## src/rtl/booth_pp_accum.sv

```systemverilog
// booth_pp_accum: sequential radix-4 Booth multiplier that consumes external boothcode partial products
//
// Ports:
//   clk, rst_n         clock (rising edge) and asynchronous active-low reset
//   start, ready       accept handshake; ready is high whenever no operation is running
//   a_i, b_i           signed operands, sampled at accept
//   pp_a_o, code_o     latched multiplicand and current Booth triplet, to boothcode
//   pp_i, h_i, s_i     boothcode partial product, negation correction and inverted sign
//   done               one-cycle pulse, product_o valid
//   product_o          signed 2W-bit product, held until the next operation completes
//   pp_err             sticky partial-product protocol error, cleared on accept
module booth_pp_accum #(
    parameter int W = 32
) (
    input  logic           clk,
    input  logic           rst_n,
    input  logic           start,
    output logic           ready,
    input  logic [W-1:0]   a_i,
    input  logic [W-1:0]   b_i,
    output logic [W-1:0]   pp_a_o,
    output logic [2:0]     code_o,
    input  logic [W:0]     pp_i,
    input  logic [1:0]     h_i,
    input  logic           s_i,
    output logic           done,
    output logic [2*W-1:0] product_o,
    output logic           pp_err
);
    localparam int NSTEP = W / 2;
    localparam int CW = (NSTEP > 1) ? $clog2(NSTEP) : 1;
    localparam logic [1:0] S_IDLE = 2'd0;
    localparam logic [1:0] S_RUN  = 2'd1;
    localparam logic [1:0] S_DONE = 2'd2;

    logic [1:0]     state_q, state_d;
    logic [W-1:0]   pp_a_q, pp_a_d;
    logic [W:0]     breg_q, breg_d;
    logic [2*W-1:0] acc_q, acc_d, prod_q, prod_d, addend;
    logic [CW-1:0]  cnt_q, cnt_d;
    logic           err_q, err_d, run, accept, last;

    assign run       = state_q == S_RUN;
    assign ready     = !run;
    assign accept    = start && ready;
    assign last      = cnt_q == CW'(NSTEP - 1);
    assign done      = state_q == S_DONE;
    assign pp_a_o    = pp_a_q;
    assign code_o    = breg_q[2:0];
    assign product_o = prod_q;
    assign pp_err    = err_q;

    // weighted partial product: sign-extended pp plus the +1 that completes negation, at digit weight 4^i
    assign addend = ({{(W-1){pp_i[W]}}, pp_i} + {{(2*W-2){1'b0}}, h_i}) << {cnt_q, 1'b0};

    always_comb begin
        state_d = state_q;
        pp_a_d  = pp_a_q;
        breg_d  = breg_q;
        acc_d   = acc_q;
        prod_d  = prod_q;
        cnt_d   = cnt_q;
        err_d   = err_q;
        if (run) begin
            acc_d   = acc_q + addend;
            // breg top bit is b[W-1], so replicating it sign-extends the multiplier
            breg_d  = {breg_q[W], breg_q[W], breg_q[W:2]};
            cnt_d   = cnt_q + 1'b1;
            err_d   = err_q | (pp_i[W] == s_i) | h_i[1];
            state_d = last ? S_DONE : S_RUN;
            prod_d  = last ? acc_q + addend : prod_q;
        end else begin
            state_d = accept ? S_RUN : S_IDLE;
        end
        if (accept) begin
            pp_a_d = a_i;
            breg_d = {b_i, 1'b0};
            acc_d  = '0;
            cnt_d  = '0;
            err_d  = 1'b0;
        end
    end

    always_ff @(posedge clk or negedge rst_n) begin
        if (!rst_n) begin
            state_q <= S_IDLE;
            pp_a_q  <= '0;
            breg_q  <= '0;
            acc_q   <= '0;
            prod_q  <= '0;
            cnt_q   <= '0;
            err_q   <= 1'b0;
        end else begin
            state_q <= state_d;
            pp_a_q  <= pp_a_d;
            breg_q  <= breg_d;
            acc_q   <= acc_d;
            prod_q  <= prod_d;
            cnt_q   <= cnt_d;
            err_q   <= err_d;
        end
    end
endmodule
```

## config.mk

```make
export PLATFORM = sky130hd
export DESIGN_NAME = booth_pp_accum
export DESIGN_NICKNAME = d
export VERILOG_FILES = /design/src/rtl/booth_pp_accum.sv
export SDC_FILE = /design/constraint.sdc
export NUM_CORES = 1
export LEC_CHECK = 0
export CAP_MARGIN = 5
export CORE_ASPECT_RATIO = 0.8
export CORE_MARGIN = 1
export CORE_UTILIZATION = 30
export DETAILED_ROUTE_END_ITERATION = 8
export HOLD_SLACK_MARGIN = 0.1
export PLACE_DENSITY = 0.49
export SYNTH_ARGS = -nofsm -noshare
export SYNTH_HDL_FRONTEND = slang
export SYNTH_SLANG_ARGS = --single-unit
export TNS_END_PERCENT = 30
```

## constraint.sdc

```tcl
create_clock -name clk -period 6.4 [get_ports clk]
set_input_delay 1.28 -clock clk [delete_from_list [all_inputs] [get_ports clk]]
set_output_delay 1.28 -clock clk [all_outputs]
set_load 0.03 [all_outputs]
```

# Yosys cells after proc, flatten, opt, wreduce, memory -nomap -nowiden
# Cells that the tools add are included.
# totals
ff_bits	200
input_bits	103
output_inout_bits	102
elab_cells	33
# classes
n_addsub	3
eq_ne	4
shifts	1
mux	11
n_bitwise	2
n_reduce_logical	4
# op_table
cell	count
two-way mux 64 bit	2
adder 64 bit	1
left shift 64 x 5 -> 64 bit	1
adder 33 x 3 -> 34 bit	1
two-way mux 33 bit	1
two-way mux 32 bit	1
two-way mux 4 bit	2
adder 4 x 1 -> 4 bit, second input constant	1
== test 4 bit, second input constant	1
two-way mux 2 bit	2
two-way mux 1 bit	3
== test 2 x 1 -> 1 bit, second input constant	1
== test 2 bit, second input constant	1
bitwise OR 1 bit	2
AND reduction 2 bit	1
nonzero test 2 bit	1
== test 1 bit	1
logical AND 1 bit	1
zero test 1 bit	1

# Logic depth before layout (Yosys ltp)
# logic_depth
depth_word	5
depth_mapped	25
mapped_depth_nobuf	24

# Least setup slack after synthesis
# No wires, ideal clock.
# synth_path
path_type	input to register
startpoint	in pp_i[0]
endpoint	reg prod_q[63], in the netlist product_o[63]
setup_ns	0.131
t_arrival_ns	5.988
slack_ns	0.282
stages	23
n_path_buf	0
cell_sequence	ha_1 inv_1 fa_1 and3b_1 and4_1 nand3_1 or3_1 xor2_1 mux2i_1 mux4_2 nand2_1 o21ai_0 ha_1 nand2_1 o21a_1 and2_1 a21bo_2 a311oi_1 o21ai_1 o41a_1 nand2_1 xor2_1 o21ai_1
# synth_via
elab_chain_cells	3
# synth_lines
element	line	rtl
start: declaration	23	input logic [W:0] pp_i,
adder 33 x 3 -> 34 bit	54	assign addend = ({{(W-1){pp_i[W]}}, pp_i} + {{(2*W-2){1'b0}}, h_i}) << {cnt_q, 1'b0};
left shift 64 x 5 -> 64 bit	54	
adder 64 bit	71	prod_d = last ? acc_q + addend : prod_q;
end signal: assignment	98	prod_q <= prod_d;
end: declaration	39	logic [2*W-1:0] acc_q, acc_d, prod_q, prod_d, addend;
# Every way passes these cells.
# A chain may end at the register's enable or synchronous reset.

# Final worst setup path
# layout_path
startpoint	in pp_i[8]
endpoint	reg acc_q[60]
# layout_via
elab_chain_cells	5
# layout_lines
element	line	rtl
adder 33 x 3 -> 34 bit	54	
left shift 64 x 5 -> 64 bit	54	
adder 64 bit	65	acc_d = acc_q + addend;
two-way mux 64 bit	64	if (run) begin
two-way mux 64 bit	75	if (accept) begin
end signal: assignment	89	acc_q <= '0;
end signal: assignment	97	acc_q <= acc_d;
end: declaration	39	
# Every way passes these cells. The select of a mux whose other input is x is not followed.

==> impl_results.md <==
- Outcome: finished clean
- Share of layout cells above drive strength 1: 26.87%
- Wire length per cell: between 15 and 20 um
- Crit-path max cell delay: about 0.5 ns
- Crit start category: input pin
- Drt drc: 0
- Final Setup Violations: 0
- Detail Placement HPWL: approximately 40000 um
- Final setup margin: between 0.2 and 0.3 ns
- Critical path type: in -> reg
- Worst Hold Class: reg -> reg
- First-pass GRT wire length: a little over 80000 um
- Nets@finish: 2402
- Mapped Avg Cell Area: approximately 8.4 sq um
- Clock Tree Root: clkbuf_16
- Critical path fanouts, max: 4
- Skew final: between 0.02 and 0.025 ns
- # diodes: 0
- Worst-Skew Late Latency: roughly 0.48 ns
- Starting DRT DRC Count: ~850
- Die area: around 50000 sq um
- Yosys cell types: 87
- Die Height: around 200 um
- Gpl congestion: between 0.9 and 1
- Critical-path top delay cell: clkdlybuf4s50_1
- Hold Fails Final Rpt: 0
- CTS tree: built
- Core ar.: between 40000 and 50000 sq um
- Syn Std Cell Area: between 10000 and 15000 sq um
- Synth warn: 0
- DRT Pass-1 Iters: 6
- Setup crit end kind: register
- Initial antenna violation count: 1
- Site row count: just over 70
- CP bufs+invs: 6
- Critical Path AT: approximately 6.5 ns
- Initial Util: between 30% and 40%
- WL final: around 51000 um
- Overflow after GRT: 0
- Largest family of logic cells by synthesized area: compound AO/OA/AOI/OAI gates
- Via count: ~14000
- Htree depth: 4
- Clk slew on worst S/H paths: 0.08 ns
- Most frequent CP cell: buf_4
- Largest net degree at the start of global routing: ~160
- Antenna Violating Nets Remaining: 0
- Sequential area share after synthesis: 34.46%
- Post-Synth XOR/XNOR Area: 4.712%
- Number of port buffers: about 200
- Footprint of the multi-input gates: 9412 sq um
- Number of synthesized flops with an enable pin: 0
- # clock sinks: 200
- Die Wd: 248 um
- Total negative setup slack: 0 ns
- Ys flop type: dfrtp_1
- Mapped Cells: 1725
- Slew HR: between 10% and 20%
- Tcrit/Tclk final: between 90% and 100%
- Worst Max-Slew Pin Slew: between 1 and 1.5 ns
- Critical Path RT: 6.71 ns
- Post-DP Area: 19730 sq um
- Pre-CTS WS: -1.077 ns
- Synth Area in Adders: between 5 and 6%
- Filler instances: 4689
- Final Critical Period: 6.144 ns
- Max Cap Viol: 0
- Area grow syn2layout: 44.25%
- I/O pins: 205
- Area occupied by registers: approximately 5000 sq um
- Simple-gate area share of the yosys netlist: about a fifth
- Asr flop ratio synth: 100.0%
- Max clock buf depth: 2
- Vias per cell: between 5 and 6
- Mux contribution to synthesized area: under 10%
- CP top delay family: compound AO/OA/AOI/OAI gates
- CTS Buf Count: 17
- Post-Syn Nets: 1896
- Synth Area in Compound Gates: about a fifth
- GRT Total Usage: 21.17%
- Vias in the first global route: between 10000 and 15000
- Fmax: ~160 MHz
- Yosys reg bits: 200
- Final-report max-slew violation count: 0
- RSZ-0062 raised after global routing: no
- Post-route cell area: ~21000 sq um
==> placed cells by master, fill, tap and decap left out, types with 6 or more instances in the layout <==
cell type,count
and2_1,12
buf_4,388
mux2i_1,83
inv_1,28
nand3b_1,66
o21bai_1,19
o21ai_2,13
nand2_1,271
nor2b_1,7
a21oi_1,111
xnor2_1,41
o21ai_0,195
and3_1,6
clkdlybuf4s50_1,198
a21oi_2,16
a31oi_1,8
xor2_2,7
a21o_1,31
nand4_1,28
a211oi_1,8
nor3_1,12
mux2_2,43
o31ai_1,7
o21ai_1,22
xor2_1,25
o22ai_1,8
nand2b_1,8
or3_1,9
dfrtp_1,198
nand3_1,24
o21a_1,11
clkbuf_16,17
ha_1,62
nor2_1,91
o211ai_1,10
==> tightest hold or removal path: cells and delay by family, from the launching register on <==
kind             cells  cell delay [ns]
AND/OR/NAND/NOR      2             0.10
flip-flops           1             0.35
==> worst paths after layout <==
kind                                from             to  slack [ns]  cells past startpoint
min reg2reg                product_o[30]  product_o[30]        0.48                      2
max                              pp_i[8]      acc_q[60]        0.26                     25
max in group asynchronous          rst_n       cnt_q[0]        4.25                      2
min                        product_o[30]  product_o[30]        0.48                      2
max reg2reg                     cnt_q[0]      acc_q[56]        1.16                     25
min in group asynchronous          rst_n  product_o[35]        0.68                      1
==> Yosys cell counts, types with 4 or more instances <==
cell        n  area share (%)
and3_1      6            0.26
buf_1       6            0.16
o31ai_1     9            0.47
or2_2       4            0.17
a31o_2      4            0.24
nor2b_1     8            0.34
dfrtp_1   200              34
xnor2_1    43             2.6
a21o_1     31             1.6
mux2_2     43             3.3
nand3b_1   66             3.4
nand2_1   273             7.1
nor2_1     95             2.5
o21ai_0   222             7.6
or3_1      11            0.47
and3b_1     5            0.30
o22ai_1    13            0.56
clkbuf_1   86             2.2
inv_1      30            0.78
nand4_1    28             1.2
a31oi_1    12            0.52
ha_1       66             5.7
a21oi_1   128             4.4
and2_1     14            0.60
nor3_1     17            0.59
nand2b_1    8            0.34
a211oi_1    8            0.41
o21a_1     11            0.57
o21bai_1   19            0.98
a21bo_2     4            0.28
mux2i_1    85             5.9
o211ai_1   10            0.52
nand3_1    29             1.0
clkbuf_8    6            0.57
o21ai_1     6            0.21
xor2_1     32             1.9
==> state kept, by name (all words and copies together) (netlist names) <==
| name | count |
|---|---|
| cnt_q | 4 |
| acc_q | 64 |
| product_o | 64 |
| breg_q | 33 |
| pp_a_o | 32 |
| pp_err | 1 |
| state_q | 2 |
==> final cells by class <==
class / instances / area share (%)
Timing Repair Buffer: 594 / 23.88
Sequential cell: 200 / 23.90
Clock inverter: 15 / 0.9376
Inverter: 35 / 0.6330
Tap cell: 620 / 3.703
Clock buffer: 17 / 2.030
Multi-Input combinational cell: 1383 / 44.92
==> through the flow <==
step	hold slack (ns)	util, %	instances
floorplan	0.4492	-	1725
global route	0.5011	44.25	2864
detailed placement	0.4665	41.67	2822
CTS	0.4863	43.48	2857
global placement	0.4588	41.67	2822
finish	0.4793	44.25	2864
==> per-layer routing <==
layer / share of wire (%) / GRT usage (%) / vias up
met5: 0 / 0 / -
met4: 1.3 / 4.726 / 0
met3: 5.6 / 4.682 / 36
met2: 44 / 32.94 / 330
met1: 49 / 29.69 / 6905
li1: - / - / 7194
==> logic make-up after synthesis <==
family	Yosys count
flops	200
compound gates	518
simple gates	589
buf+inv	142
xor+xnor	76
fa+ha+maj	68
mux	132
==> what timing repair did <==
action,in CTS,in global routing
buffers inserted,4,7
gates resized for setup,55,81
pin swaps,19,39
hold buffers,0,0
endpoints found under the setup margin,57,62
Power is not shown: default switching activity piles up to over one toggle a cycle in this logic, so the estimate is an artifact.
